<file path="config.mk">
export PLATFORM = sky130hd
export DESIGN_NAME = rv_wb_writer
export DESIGN_NICKNAME = d
export VERILOG_FILES = /design/src/rtl/rv_wb_writer_pkg.sv /design/src/rtl/rv_load_ext.sv /design/src/rtl/rv_wb_writer.sv
export SDC_FILE = /design/constraint.sdc
export NUM_CORES = 1
export LEC_CHECK = 0
export ABC_AREA = 1
export CAP_MARGIN = 20
export CORE_ASPECT_RATIO = 0.6
export CORE_MARGIN = 2
export CORE_UTILIZATION = 37
export CTS_CLUSTER_DIAMETER = 150
export DETAILED_ROUTE_END_ITERATION = 10
export PLACE_DENSITY_LB_ADDON = 0.1
export SLEW_MARGIN = 15
export SYNTH_ARGS = -nofsm -noshare
export SYNTH_HDL_FRONTEND = slang
export SYNTH_SLANG_ARGS = --single-unit
</file>
<file path="constraint.sdc">
create_clock -name i_wb_clk -period 1.8 [get_ports i_wb_clk]
set_input_delay 0.18 -clock i_wb_clk [delete_from_list [all_inputs] [get_ports i_wb_clk]]
set_output_delay 0.18 -clock i_wb_clk [all_outputs]
set_load 0.01 [all_outputs]
</file>
<file path="src/rtl/rv_wb_writer_pkg.sv">
// Shared constants for the RV32I writeback writer: result-source codes,
// load funct3 codes and the writer FSM encoding.
package rv_wb_writer_pkg;

  localparam int XLEN_DEF = 32;

  localparam logic [1:0] WB_SRC_ALU  = 2'd0;
  localparam logic [1:0] WB_SRC_LOAD = 2'd1;
  localparam logic [1:0] WB_SRC_PC4  = 2'd2;
  localparam logic [1:0] WB_SRC_RSVD = 2'd3;

  localparam logic [2:0] LD_F3_LB  = 3'b000;
  localparam logic [2:0] LD_F3_LH  = 3'b001;
  localparam logic [2:0] LD_F3_LW  = 3'b010;
  localparam logic [2:0] LD_F3_LBU = 3'b100;
  localparam logic [2:0] LD_F3_LHU = 3'b101;

  typedef enum logic [1:0] {
    WB_ST_IDLE    = 2'd0,
    WB_ST_WAIT_LD = 2'd1,
    WB_ST_WRITE   = 2'd2
  } wb_state_e;

endpackage

</file>
<file path="src/rtl/rv_load_ext.sv">
// Load extraction: picks the byte/half addressed by addr_lo out of a raw
// aligned word and sign- or zero-extends it according to funct3.
module rv_load_ext
  import rv_wb_writer_pkg::*;
#(
  parameter int XLEN = XLEN_DEF
) (
  input  logic [2:0]      funct3_i,
  input  logic [1:0]      addr_lo_i,
  input  logic [XLEN-1:0] raw_i,
  output logic [XLEN-1:0] ext_o
);

  logic [7:0]  byte_v;
  logic [15:0] half_v;

  // Halfword selection uses only addr_lo[1]; a misaligned LH is not trapped here.
  assign byte_v = raw_i[{addr_lo_i, 3'b000} +: 8];
  assign half_v = raw_i[{addr_lo_i[1], 4'b0000} +: 16];

  always_comb begin
    // NOTE: assigning a default before the case keeps this purely
    // combinational; any path leaving ext_o unassigned would infer a latch.
    ext_o = raw_i;
    case (funct3_i)
      LD_F3_LB:  ext_o = {{(XLEN-8){byte_v[7]}}, byte_v};
      LD_F3_LH:  ext_o = {{(XLEN-16){half_v[15]}}, half_v};
      LD_F3_LW:  ext_o = raw_i;
      LD_F3_LBU: ext_o = {{(XLEN-8){1'b0}}, byte_v};
      LD_F3_LHU: ext_o = {{(XLEN-16){1'b0}}, half_v};
      default:   ext_o = raw_i;
    endcase
  end

endmodule

</file>
<file path="src/rtl/rv_wb_writer.sv">
// Writeback writer: accepts retiring instructions, waits for late load data,
// drives the register-file write port and the forwarding bus.
// Optional retired-instruction counter enabled by `define RV_WB_INSTRET_EN.
module rv_wb_writer
  import rv_wb_writer_pkg::*;
#(
  parameter int XLEN = XLEN_DEF
) (
  input  logic            i_wb_clk,
  input  logic            i_wb_rst,
  input  logic            i_wb_valid,
  output logic            o_wb_ready,
  input  logic [4:0]      i_wb_rd,
  input  logic            i_wb_rd_we,
  input  logic [1:0]      i_wb_src,
  input  logic [XLEN-1:0] i_wb_alu_res,
  input  logic [XLEN-1:0] i_wb_pc4,
  input  logic [2:0]      i_wb_funct3,
  input  logic [1:0]      i_wb_addr_lo,
  input  logic            i_wb_ld_valid,
  input  logic [XLEN-1:0] i_wb_ld_data,
  output logic            o_wb_rf_we,
  output logic [4:0]      o_wb_rf_wa,
  output logic [XLEN-1:0] o_wb_rf_wd,
  output logic            o_wb_fwd_valid,
  output logic [4:0]      o_wb_fwd_rd,
  output logic [XLEN-1:0] o_wb_fwd_data,
  output logic [63:0]     o_wb_instret
);

  wb_state_e       state_q;
  logic [4:0]      rd_q;
  logic            rd_we_q;
  logic [2:0]      funct3_q;
  logic [1:0]      addr_lo_q;
  logic            rf_we_q;
  logic [4:0]      rf_wa_q;
  logic [XLEN-1:0] rf_wd_q;

  logic            accept;
  logic            ld_done;
  logic [2:0]      ext_funct3;
  logic [1:0]      ext_addr_lo;
  logic [XLEN-1:0] ext_val;
  logic            wr_d;
  logic [4:0]      wr_rd_d;
  logic            wr_we_d;
  logic [XLEN-1:0] wr_wd_d;

  assign o_wb_ready = (state_q != WB_ST_WAIT_LD);
  assign accept     = i_wb_valid && o_wb_ready;
  assign ld_done    = (state_q == WB_ST_WAIT_LD) && i_wb_ld_valid;

  // While waiting, the extractor works on the latched load type; otherwise on
  // the incoming one (same-cycle response).
  assign ext_funct3  = (state_q == WB_ST_WAIT_LD) ? funct3_q  : i_wb_funct3;
  assign ext_addr_lo = (state_q == WB_ST_WAIT_LD) ? addr_lo_q : i_wb_addr_lo;

  rv_load_ext #(.XLEN(XLEN)) u_load_ext (
    .funct3_i  (ext_funct3),
    .addr_lo_i (ext_addr_lo),
    .raw_i     (i_wb_ld_data),
    .ext_o     (ext_val)
  );

  // Decide whether the next cycle is a WRITE cycle and what it writes.
  always_comb begin
    wr_d    = 1'b0;
    wr_rd_d = rd_q;
    wr_we_d = rd_we_q;
    wr_wd_d = ext_val;
    if (ld_done) begin
      wr_d = 1'b1;
    end else if (accept && (i_wb_src != WB_SRC_LOAD || i_wb_ld_valid)) begin
      wr_d    = 1'b1;
      wr_rd_d = i_wb_rd;
      wr_we_d = i_wb_rd_we;
      case (i_wb_src)
        WB_SRC_LOAD: wr_wd_d = ext_val;
        WB_SRC_PC4:  wr_wd_d = i_wb_pc4;
        WB_SRC_ALU,
        WB_SRC_RSVD: wr_wd_d = i_wb_alu_res;
        default:     wr_wd_d = i_wb_alu_res;
      endcase
    end
  end

  always_ff @(posedge i_wb_clk) begin
    // NOTE: non-blocking assignments so every register here samples the
    // pre-edge values, independent of statement order.
    if (i_wb_rst) begin
      state_q   <= WB_ST_IDLE;
      rd_q      <= '0;
      rd_we_q   <= 1'b0;
      funct3_q  <= '0;
      addr_lo_q <= '0;
      rf_we_q   <= 1'b0;
      rf_wa_q   <= '0;
      rf_wd_q   <= '0;
    end else begin
      rf_we_q <= wr_d && wr_we_d && (wr_rd_d != 5'd0);
      if (accept) begin
        rd_q      <= i_wb_rd;
        rd_we_q   <= i_wb_rd_we;
        funct3_q  <= i_wb_funct3;
        addr_lo_q <= i_wb_addr_lo;
      end
      if (wr_d) begin
        state_q <= WB_ST_WRITE;
        rf_wa_q <= wr_rd_d;
        rf_wd_q <= wr_wd_d;
      end else if (accept) begin
        state_q <= WB_ST_WAIT_LD;
      end else if (state_q != WB_ST_WAIT_LD) begin
        state_q <= WB_ST_IDLE;
      end
    end
  end

  assign o_wb_rf_we     = rf_we_q;
  assign o_wb_rf_wa     = rf_wa_q;
  assign o_wb_rf_wd     = rf_wd_q;
  assign o_wb_fwd_valid = rf_we_q;
  assign o_wb_fwd_rd    = rf_wa_q;
  assign o_wb_fwd_data  = rf_wd_q;

`ifdef RV_WB_INSTRET_EN
  logic [63:0] instret_q;

  // Counts every WRITE cycle, including x0 and rd_we=0 retirements.
  always_ff @(posedge i_wb_clk) begin
    if (i_wb_rst) begin
      instret_q <= '0;
    end else if (state_q == WB_ST_WRITE) begin
      instret_q <= instret_q + 64'd1;
    end
  end

  assign o_wb_instret = instret_q;
`else
  assign o_wb_instret = '0;
`endif

endmodule
</file>
==> impl_summary.log, run 1 <==
[metrics] Detailed Routing Iterations Pass 1: 5
[metrics] GRT Residual Overflow: 0
[metrics] static leakage power: 2.64 nW
[metrics] synthesized cell area: 0.00396 mm^2
[metrics] die area: 0.0116 mm^2
[metrics] Crit path required time: 2.00 ns
[metrics] post-CTS setup buffer count: 0
[metrics] 1st-iter DRT viols: 222
[metrics] fraction of registers with async set or reset after synthesis: 0
[metrics] Clock Root Buffer: clkbuf_16
[metrics] Detailed Place HPWL: 10,600 um
[metrics] critical path startpoint category: input pin
[metrics] share of the clock period used by the worst path after layout: 0.913
[metrics] Initial Util: 0.378
[metrics] count of max-cap constraint violations: 0
[metrics] final-stage net count: 889
[metrics] mux cell area share after synthesis: 0
[metrics] ys flop type: dfxtp_1
[metrics] number of inserted diodes: 0
[metrics] critical path data arrival time: 1.84 ns
[metrics] routed via count divided by cell count: 4.69
[metrics] placeable core region: 0.0105 mm^2
[metrics] result of the run: finished clean
[metrics] number of pins with negative max-slew slack in the final report: 0
[metrics] worst clock skew on the final layout: 0.00509 ns
[metrics] complex-gate fraction of the synthesized area: 0.179
[metrics] Die Span Y: 84.2 um
[metrics] Post-Route Utilization: 0.555
[metrics] post-DR wirelength/cell: 14.3 um
[metrics] number of CTS-inserted buffers: 5
[metrics] clock net sink count: 51
[metrics] mean post-synth cell area: 6.42 um^2
[metrics] Worst Setup Slack post-DPL: -0.176 ns
[metrics] IO Pins: 254
[metrics] Final Hold Viols: 0
[metrics] relative slew slack: 0.649
[metrics] maximum clock frequency: 608 MHz
[metrics] distinct cell type count of the synthesized netlist: 28
[metrics] overall die width: 138 um
[metrics] number of global-route vias before repair: 3,872
[metrics] Clock Tree Buf Depth: 2
[metrics] largest family of logic cells by synthesized area: simple AND/OR/NAND/NOR gates
[metrics] global-route wire length before repair: 19,700 um
[metrics] maximum number of pins on one net before global-route repair: 31
[metrics] Worst path top cell family by delay: buffers and inverters
[metrics] largest fanout on the critical path: 9
[metrics] Post-Route Hold Slack: 0.456 ns
[metrics] antenna viol nets, final: 0
[metrics] count of flip-flops with a built-in enable after synthesis: 0
[metrics] class of the tightest hold or removal check: reg -> reg
[metrics] share of synthesized area occupied by flip-flops and latches: 0.258
[metrics] number of instances in the synthesized netlist: 617
[metrics] unrepaired setup endpoints after global routing: no
[metrics] overall routed net length: 13,000 um
[metrics] final worst slack: 0.156 ns
[metrics] synthesis-to-finish area growth: 46.7%
[metrics] fraction of final layout cells with drive strength greater than 1: 0.0839
[metrics] H-tree depth reported by CTS: 2
[metrics] count of buffer and inverter cells on the critical path: 4
[metrics] number of storage elements in the synthesis netlist: 51
[metrics] CTS tree: done
[metrics] Synth warnings: 0
[metrics] simple-gate portion of the synthesized area: 0.285
[metrics] CP peak stage delay: 0.48 ns
[metrics] gr usage total: 0.218
[metrics] Worst Path Class, Setup: in -> reg
[metrics] library cell contributing the largest single delay on the critical path: clkdlybuf4s50_1
[metrics] Rows: 29
[metrics] Least-Margin Pin Slew: 0.527 ns
[metrics] nature of the critical path endpoint: flip-flop
[metrics] register clock-pin slew on the reported worst setup and hold paths: 0.07 ns
[metrics] adder and majority cell fraction of the synthesized area: 0.00631
[metrics] leading cell types in the layout, fill and taps excluded: clkdlybuf4s50_1 (189), nand2_1 (185), conb_1 (64)
[metrics] Cell Chain, Critical Path: clkdlybuf4s50_1 > inv_1 > ha_1 > inv_1 > nand2_2 > buf_4 > a221oi_1 > nor2_1 > nand2_1 > nand2_1
[metrics] leading cell type in the layout, fill and taps excluded: clkdlybuf4s50_1
[metrics] via count: 4,285
[metrics] minimum period implied by the final worst setup slack: 1.64 ns
[metrics] antenna violations before repair: 0
[metrics] final weighted congestion in routability-driven placement: 0.832
[metrics] Final Setup Violations: 0
[metrics] IO buf count: 189
[metrics] ratio of total power to cell area: 671 mW/mm^2
[metrics] Clk Latency, worst-skew pair: 0.30 ns
[metrics] number of DRC violations after detailed routing: 0
[metrics] IR drop worst, VDD: 0.000386 V
[metrics] synthesized-area fraction occupied by xor and xnor cells: 0
==> cell families (layout without fill, tap and decap cells) <==
| kind of cell | Yosys count | count (layout) |
|---|---|---|
| adders and majority gates | 2 | 2 |
| AOI/OAI and AO/OA | 122 | 122 |
| buffers and inverters | 172 | 267 |
| other | 1 | 64 |
| and+or+nand+nor | 269 | 269 |
| DFF | 51 | 51 |
==> where the power goes <==
| part | switching (mW) | total (mW) | leakage [nW] | internal, mW |
|---|---|---|---|---|
| clock network | 0.473 | 0.994 | 0.0664 | 0.521 |
| logic | 0.778 | 1.58 | 2.15 | 0.805 |
| registers | 0.0860 | 1.33 | 0.421 | 1.24 |
==> cell usage after synthesis, types with 2 or more instances <==
| cell type | instances | share of area |
|---|---|---|
| nand3_1 | 40 | 0.051 |
| a22o_1 | 3 | 0.0066 |
| nand2_2 | 6 | 0.0095 |
| nand2_1 | 186 | 0.18 |
| o21ai_0 | 31 | 0.039 |
| a21oi_1 | 57 | 0.072 |
| dfxtp_1 | 51 | 0.26 |
| nor2_2 | 2 | 0.0032 |
| buf_2 | 11 | 0.014 |
| o21ai_1 | 8 | 0.010 |
| inv_1 | 34 | 0.032 |
| inv_2 | 6 | 0.0057 |
| ha_1 | 2 | 0.0063 |
| a221oi_1 | 18 | 0.040 |
| buf_6 | 2 | 0.0057 |
| nor2_4 | 3 | 0.0085 |
| clkbuf_1 | 12 | 0.011 |
| nor2_1 | 27 | 0.026 |
| a31oi_1 | 2 | 0.0032 |
| nand2_4 | 2 | 0.0057 |
| buf_4 | 107 | 0.20 |
==> cell type report <==
cell class / count / area, um^2
Timing Repair Buffer: 219 / 2200
Fill cell: 1012 / 4670
Multi-Input combinational cell: 457 / 2110
Tap cell: 139 / 174
Sequential cell: 51 / 1020
Clock buffer: 5 / 125
Inverter: 40 / 156
Clock inverter: 3 / 23.8
==> metrics by stage <==
step           area, um^2  setup TNS, ns  cells  power (mW)
2_1_floorplan        4200              0    680        2.27
3_3_place_gp         5650          -2.53    906        2.90
3_5_place_dp         5650          -4.48    906        2.92
4_1_cts              5800              0    914        3.92
5_1_grt              5820              0    914        4.13
6_report             5820              0    914        3.90
==> sequential cells by signal, indices dropped and copies added, names as in the netlist <==
name            cells
o_wb_fwd_data      32
rd_we_q             1
rd_q                5
state_q             2
o_wb_fwd_rd         5
o_wb_fwd_valid      1
addr_lo_q           2
funct3_q            3
==> timing repair <==
action | CTS | global route
setup endpoints to repair | 0 | 32
hold buffers | 0 | 0
endpoints found under the hold margin | 0 | 0
resized for setup | 0 | 7
==> layer usage <==
layer / wire length [um] / GRT usage
met3: 1240 / 0.0501
met2: 5710 / 0.343
met5: 0 / 0
met1: 6010 / 0.306
met4: 92 / 0.0412
==> worst paths after layout <==
kind                                  start           endpoint  slack [ns]  cells after the start
worst max register to register   state_q[1]  o_wb_fwd_data[28]        0.16                     10
worst min register to register      rd_q[1]            rd_q[1]        0.46                      2
worst min-delay path                rd_q[1]            rd_q[1]        0.46                      2
worst max-delay path            i_wb_src[1]   o_wb_fwd_data[0]        0.16                     10
==> worst min-delay path, cell delays in order, from the launching register on <==
cell     delay (ns)
dfxtp_1        0.30
inv_1          0.06
a21oi_1        0.05
Power figures use the tool's default switching activity.
==> run 2, diff against run 1 <==
--- a/config.mk
+++ b/config.mk
@@ -8,7 +8,6 @@
 export ABC_AREA = 1
 export CAP_MARGIN = 20
 export CORE_ASPECT_RATIO = 0.6
-export CORE_MARGIN = 2
 export CORE_UTILIZATION = 37
 export CTS_CLUSTER_DIAMETER = 150
 export DETAILED_ROUTE_END_ITERATION = 10
==> run 2 against run 1 <==
  * Global-route usage increased by 1.2 points
  * Fmax decreased by 2.8%
  * Critical path type is now reg -> reg
  * Critical path depth unchanged
  * Utilization increased by 2.0 points
  * First-iteration DRC count increased by 12%
==> impl_summary.log, run 2 (synthesized netlist as in run 1, its figures left out) <==
[metrics] result of the run: finished clean
[metrics] final-stage net count: 892 (+0.34%)
[metrics] GRT Residual Overflow: 0 (unchanged)
[metrics] overall die width: 136 um (-1.5%)
[metrics] number of DRC violations after detailed routing: 0 (unchanged)
[metrics] routed via count divided by cell count: 4.75 (+1.4%)
[metrics] gr usage total: 0.230 (+0.0122)
[metrics] ratio of total power to cell area: 675 mW/mm^2 (+0.58%)
[metrics] # hold bufs at CTS: 0 (unchanged)
[metrics] post-DR wirelength/cell: 14.5 um (+1.9%)
[metrics] Final Hold Viols: 0 (unchanged)
[metrics] IO Pins: 254 (unchanged)
[metrics] Worst Path Class, Setup: reg -> reg
[metrics] Post-Route Hold Slack: 0.459 ns (+0.00236 ns)
[metrics] critical path data arrival time: 1.89 ns (+0.05 ns)
[metrics] largest fanout on the critical path: 11 (+2)
[metrics] clock net sink count: 51 (unchanged)
[metrics] area taken by flip-flops and latches: 0.00102 mm^2 (unchanged)
[metrics] sum of internal, switching and leakage power: 3.93 mW (+0.56%)
[metrics] worst clock skew on the final layout: 0.00700 ns (+0.00191 ns)
[metrics] register clock-pin slew on the reported worst setup and hold paths: 0.08 ns (about the same)
[metrics] number of flip-flops under the largest register name: 32 (unchanged)
[metrics] minimum period implied by the final worst setup slack: 1.69 ns (+0.0468 ns)
[metrics] critical path startpoint category: flip-flop
[metrics] number of CTS-inserted buffers: 5 (unchanged)
[metrics] Detailed Place HPWL: 10,700 um (+0.81%)
[metrics] most used cell along the critical path: nand2_1
[metrics] Clock Tree Buf Depth: 2 (unchanged)
[metrics] Die Span Y: 82.2 um (-2.4%)
[metrics] post-CTS setup buffer count: 0 (unchanged)
[metrics] count of max-cap constraint violations: 0 (unchanged)
[metrics] Detailed Routing Iterations Pass 1: 5 (unchanged)
[metrics] via count: 4,341 (+1.3%)
[metrics] final worst slack: 0.110 ns (-0.0468 ns)
[metrics] Clock Root Buffer: clkbuf_16
[metrics] final weighted congestion in routability-driven placement: 0.870 (+4.6%)
[metrics] leading cell types in the layout, fill and taps excluded: clkdlybuf4s50_1 (189), nand2_1 (184), conb_1 (64)
[metrics] CTS tree: done
[metrics] fill cell total of the finished layout: 969 (-4.2%)
[metrics] nature of the critical path endpoint: flip-flop
[metrics] Cell Chain, Critical Path: inv_2 > nand2_4 > o21ai_2 > nand3_1 > nand3_2 > nand2_2 > inv_2 > nand2_1 > nand2_1 > nand2_1
[metrics] static leakage power: 2.67 nW (+0.88%)
[metrics] cells resized by post-CTS repair: 1 (+1)
[metrics] class of the tightest hold or removal check: reg -> reg
[metrics] relative slew slack: 0.644 (-0.00458)
[metrics] Final Setup Violations: 0 (unchanged)
[metrics] overall routed net length: 13,300 um (+1.8%)
[metrics] maximum number of pins on one net before global-route repair: 31 (unchanged)
[metrics] antenna violations before repair: 0 (unchanged)
[metrics] leading cell type in the layout, fill and taps excluded: clkdlybuf4s50_1
[metrics] Initial Util: 0.391 (+0.0135)
[metrics] Worst path top cell family by delay: simple AND/OR/NAND/NOR gates
[metrics] share of the clock period used by the worst path after layout: 0.939 (+0.0260)
[metrics] number of inserted diodes: 0 (unchanged)
[metrics] setup slack of the most critical reg-to-reg path: 0.11 ns (-0.05 ns)
[metrics] Rows: 28 (-3.4%)
[metrics] Least-Margin Pin Slew: 0.533 ns (+0.00686 ns)
[metrics] synthesis-to-finish area growth: 46.7% (about the same)
[metrics] library cell contributing the largest single delay on the critical path: dfxtp_2
[metrics] area occupied by multi-input gates: 0.00212 mm^2 (+0.36%)
[metrics] die area: 0.0111 mm^2 (-3.8%)
[metrics] Crit path required time: 2.00 ns (about the same)
[metrics] unrepaired setup endpoints after global routing: no
[metrics] maximum clock frequency: 592 MHz (-2.8%)
[metrics] Worst Setup Slack post-DPL: -0.171 ns (+0.00483 ns)
[metrics] IO buf count: 189 (unchanged)
[metrics] global-route wire length before repair: 19,700 um (about the same)
[metrics] number of global-route vias before repair: 3,824 (-1.2%)
[metrics] H-tree depth reported by CTS: 2 (unchanged)
[metrics] 1st-iter DRT viols: 248 (+12%)
[metrics] count of buffer and inverter cells on the critical path: 2 (-2)
[metrics] CP peak stage delay: 0.35 ns (-0.13 ns)
[metrics] fraction of final layout cells with drive strength greater than 1: 0.0874 (+0.00353)
[metrics] IR drop worst, VDD: 0.000447 V (+16%)
[metrics] number of pins with negative max-slew slack in the final report: 0 (unchanged)
[metrics] antenna viol nets, final: 0 (unchanged)
[metrics] placeable core region: 0.0101 mm^2 (-3.4%)
[metrics] Clk Latency, worst-skew pair: 0.30 ns (about the same)
run 2: worst register-to-register path: cells and delay by family, from the launching register on:
kind	cells	cell delay (ns)
buffers and inverters	2	0.27
and+or+nand+nor	7	0.74
DFF	1	0.35
AOI/OAI and AO/OA	1	0.24
run 2: through the flow:
step / area [um^2] / util / TNS [ns] / instances
2_1_floorplan: 4200 / - / 0 / 680
3_3_place_gp: 5650 / 0.558 / -2.45 / 905
3_5_place_dp: 5650 / 0.558 / -4.47 / 905
4_1_cts: 5800 / 0.573 / 0 / 913
5_1_grt: 5820 / 0.574 / 0 / 913
6_report: 5820 / 0.574 / 0 / 913
run 2: area by class of cell:
class,instances,share of cell area
Timing Repair Buffer,222,0.379
Tap cell,135,0.0290
Multi-Input combinational cell,457,0.364
Inverter,40,0.0262
Clock inverter,3,0.00452
Sequential cell,51,0.176
Clock buffer,5,0.0215
run 2: power by group:
group | switching, mW | leakage (nW) | internal [mW] | total, mW
clock | 0.482 | 0.0748 | 0.530 | 1.01
combinational | 0.789 | 2.17 | 0.801 | 1.59
sequential | 0.0835 | 0.421 | 1.24 | 1.32
total | 1.35 | 2.67 | 2.57 | 3.93
run 2: metal layers:
metal	vias to the layer above	routed length, um	part of all wire	global-route usage
li1	2162	-	-	-
met1	1983	6370	0.48	0.320
met2	189	5860	0.44	0.370
met3	7	981	0.074	0.0476
met4	0	75	0.0056	0.0371
met5	-	0	0	0
run 2: final timing paths:
kind / to / start / cells after the start
setup / recovery: o_wb_fwd_data[28] / state_q[1] / 10
hold / removal: rd_q[2] / rd_q[2] / 2
setup reg to reg: o_wb_fwd_data[28] / state_q[1] / 10
hold reg to reg: rd_q[2] / rd_q[2] / 2
==> run 3, diff against run 2 <==
--- a/config.mk
+++ b/config.mk
@@ -12,6 +12,7 @@
 export CTS_CLUSTER_DIAMETER = 150
 export DETAILED_ROUTE_END_ITERATION = 10
 export PLACE_DENSITY_LB_ADDON = 0.1
+export RECOVER_POWER = 25
 export SLEW_MARGIN = 15
 export SYNTH_ARGS = -nofsm -noshare
 export SYNTH_HDL_FRONTEND = slang
==> run 3 against run 2 <==
  * Cell count is the same
  * Register-to-register slack barely moved
  * Sequential power about the same
  * Count of clock-buffer cells in the layout did not move
  * Sequential cell count did not move
  * Clock skew barely moved
  * Sequential share of layout area unchanged
  * Die area stayed put
  * Hold slack about the same
  * Fmax grew 0.33%
  * Total power down 0.66%
  * Critical endpoint is now o_wb_fwd_data[26]
==> impl_summary.log, run 3 (synthesized netlist as in run 1, its figures left out) <==
[metrics] result of the run: finished clean
[metrics] leading cell type in the layout, fill and taps excluded: nand2_1
[metrics] area occupied by multi-input gates: 0.00212 mm^2 (unchanged)
[metrics] critical path startpoint category: flip-flop
[metrics] Finished Cell Area: 0.00582 mm^2 (unchanged)
[metrics] Crit path required time: 2.00 ns (about the same)
[metrics] critical path data arrival time: 1.89 ns (about the same)
[metrics] largest fanout on the critical path: 11 (unchanged)
[metrics] gr usage total: 0.230 (unchanged)
[metrics] maximum clock frequency: 594 MHz (+0.33%)
[metrics] Least-Margin Pin Slew: 0.542 ns (+0.00844 ns)
[metrics] GRT Residual Overflow: 0 (unchanged)
[metrics] ratio of total power to cell area: 670 mW/mm^2 (-0.66%)
[metrics] library cell contributing the largest single delay on the critical path: dfxtp_2
[metrics] CP peak stage delay: 0.34 ns (about the same)
[metrics] final weighted congestion in routability-driven placement: 0.870 (unchanged)
[metrics] final worst slack: 0.115 ns (+0.00561 ns)
[metrics] share of the clock period used by the worst path after layout: 0.936 (-0.00312)
[metrics] number of DRC violations after detailed routing: 0 (unchanged)
[metrics] overall die width: 136 um (unchanged)
[metrics] Post-Route Hold Slack: 0.459 ns (+0.0000890 ns)
[metrics] Die Span Y: 82.2 um (unchanged)
[metrics] overall routed net length: 13,300 um (about the same)
[metrics] Clock Root Buffer: clkbuf_16
[metrics] Clock Tree Buf Depth: 2 (unchanged)
[metrics] die area: 0.0111 mm^2 (unchanged)
[metrics] minimum period implied by the final worst setup slack: 1.68 ns (-0.00561 ns)
[metrics] number of CTS-inserted buffers: 5 (unchanged)
[metrics] 1st-iter DRT viols: 291 (+17%)
[metrics] CTS tree: done
[metrics] post-DR wirelength/cell: 14.6 um (about the same)
[metrics] Worst path top cell family by delay: simple AND/OR/NAND/NOR gates
[metrics] placeable core region: 0.0101 mm^2 (unchanged)
[metrics] global-route wire length before repair: 19,700 um (unchanged)
[metrics] register clock-pin slew on the reported worst setup and hold paths: 0.08 ns (about the same)
[metrics] final-stage net count: 892 (unchanged)
[metrics] Cell Chain, Critical Path: inv_2 > nand2_4 > o21ai_2 > nand3_1 > nand3_2 > nand2_2 > inv_2 > nand2_1 > nand2_1 > nand2_1
[metrics] IR drop worst, VDD: 0.000446 V (about the same)
[metrics] cell area after placement: 0.00565 mm^2 (unchanged)
[metrics] post-CTS setup buffer count: 0 (unchanged)
[metrics] Final Setup Violations: 0 (unchanged)
[metrics] Final Hold Viols: 0 (unchanged)
[metrics] class of the tightest hold or removal check: reg -> reg
[metrics] number of logic stages on the critical path including buffering: 10 (unchanged)
[metrics] IO buf count: 189 (unchanged)
[metrics] Detailed Place HPWL: 10,700 um (unchanged)
[metrics] IO Pins: 254 (unchanged)
[metrics] Worst Path Class, Setup: reg -> reg
[metrics] Clk Latency, worst-skew pair: 0.30 ns (about the same)
[metrics] worst reg2reg path depth: 10 (unchanged)
[metrics] antenna viol nets, final: 0 (unchanged)
[metrics] synthesis-to-finish area growth: 46.7% (unchanged)
[metrics] routed via count divided by cell count: 4.77 (+0.39%)
[metrics] static leakage power: 2.75 nW (+3.1%)
[metrics] worst clock skew on the final layout: 0.00690 ns (-0.000105 ns)
[metrics] fill cell total of the finished layout: 969 (unchanged)
[metrics] area taken by flip-flops and latches: 0.00102 mm^2 (unchanged)
[metrics] aggregate negative setup slack: 0 ns (unchanged)
[metrics] relative slew slack: 0.638 (-0.00564)
[metrics] Detailed Routing Iterations Pass 1: 5 (unchanged)
[metrics] WHS Path Cells: 2 (unchanged)
[metrics] clock net sink count: 51 (unchanged)
[metrics] Rows: 28 (unchanged)
[metrics] count of max-cap constraint violations: 0 (unchanged)
[metrics] number of global-route vias before repair: 3,824 (unchanged)
[metrics] most used cell along the critical path: nand2_1
[metrics] via count: 4,358 (+0.39%)
[metrics] maximum number of pins on one net before global-route repair: 31 (unchanged)
[metrics] leading cell types in the layout, fill and taps excluded: nand2_1 (184), clkdlybuf4s50_1 (159), conb_1 (64)
[metrics] Initial Util: 0.391 (unchanged)
[metrics] H-tree depth reported by CTS: 2 (unchanged)
[metrics] nature of the critical path endpoint: flip-flop
[metrics] number of inserted diodes: 0 (unchanged)
[metrics] fraction of final layout cells with drive strength greater than 1: 0.0874 (unchanged)
[metrics] count of buffer and inverter cells on the critical path: 2 (unchanged)
[metrics] number of pins with negative max-slew slack in the final report: 0 (unchanged)
[metrics] antenna violations before repair: 0 (unchanged)
[metrics] Worst Setup Slack post-DPL: -0.171 ns (unchanged)
[metrics] number of flip-flops under the largest register name: 32 (unchanged)
[metrics] unrepaired setup endpoints after global routing: no
## run 3: per-stage QoR
stage	instances	utilization	total power, mW
6_report	913	0.574	3.90
4_1_cts	913	0.573	3.93
3_3_place_gp	905	0.558	2.89
2_1_floorplan	680	-	2.27
3_5_place_dp	905	0.558	2.91
5_1_grt	913	0.574	4.14
## run 3: area by class of cell
type / instances / area share
Multi-Input combinational cell: 457 / 0.364
Clock inverter: 3 / 0.00452
Inverter: 40 / 0.0262
Tap cell: 135 / 0.0290
Timing Repair Buffer: 222 / 0.379
Clock buffer: 5 / 0.0215
Sequential cell: 51 / 0.176
## run 3: worst min-delay path: cells and delay by family, from the launching register on
kind	cells	cell delay (ns)
DFF	1	0.31
AOI/OAI and AO/OA	1	0.05
buffers and inverters	1	0.06
## run 3: timing repair
item                       CTS  global route
setup endpoints to repair    2            35
hold buffers                 0             0
pin swaps                    0             0
gates resized for setup      1             8
## run 3: final timing paths
check / start / endpoint / slack [ns]
setup / recovery: state_q[1] / o_wb_fwd_data[26] / 0.12
setup reg to reg: state_q[1] / o_wb_fwd_data[26] / 0.12
hold reg to reg: rd_q[2] / rd_q[2] / 0.46
hold / removal: rd_q[2] / rd_q[2] / 0.46
## run 3: per-layer routing
metal,routed length (um),global-route usage,part of all wire
met5,0,0,0
met2,5880,0.370,0.44
met1,6310,0.320,0.48
met4,75,0.0371,0.0056
met3,1020,0.0476,0.076
## run 3: power by group
part | total, mW | switching (mW) | internal [mW] | leakage (nW)
sequential | 1.32 | 0.0804 | 1.24 | 0.421
combinational | 1.57 | 0.790 | 0.778 | 2.25
clock | 1.01 | 0.481 | 0.530 | 0.0748
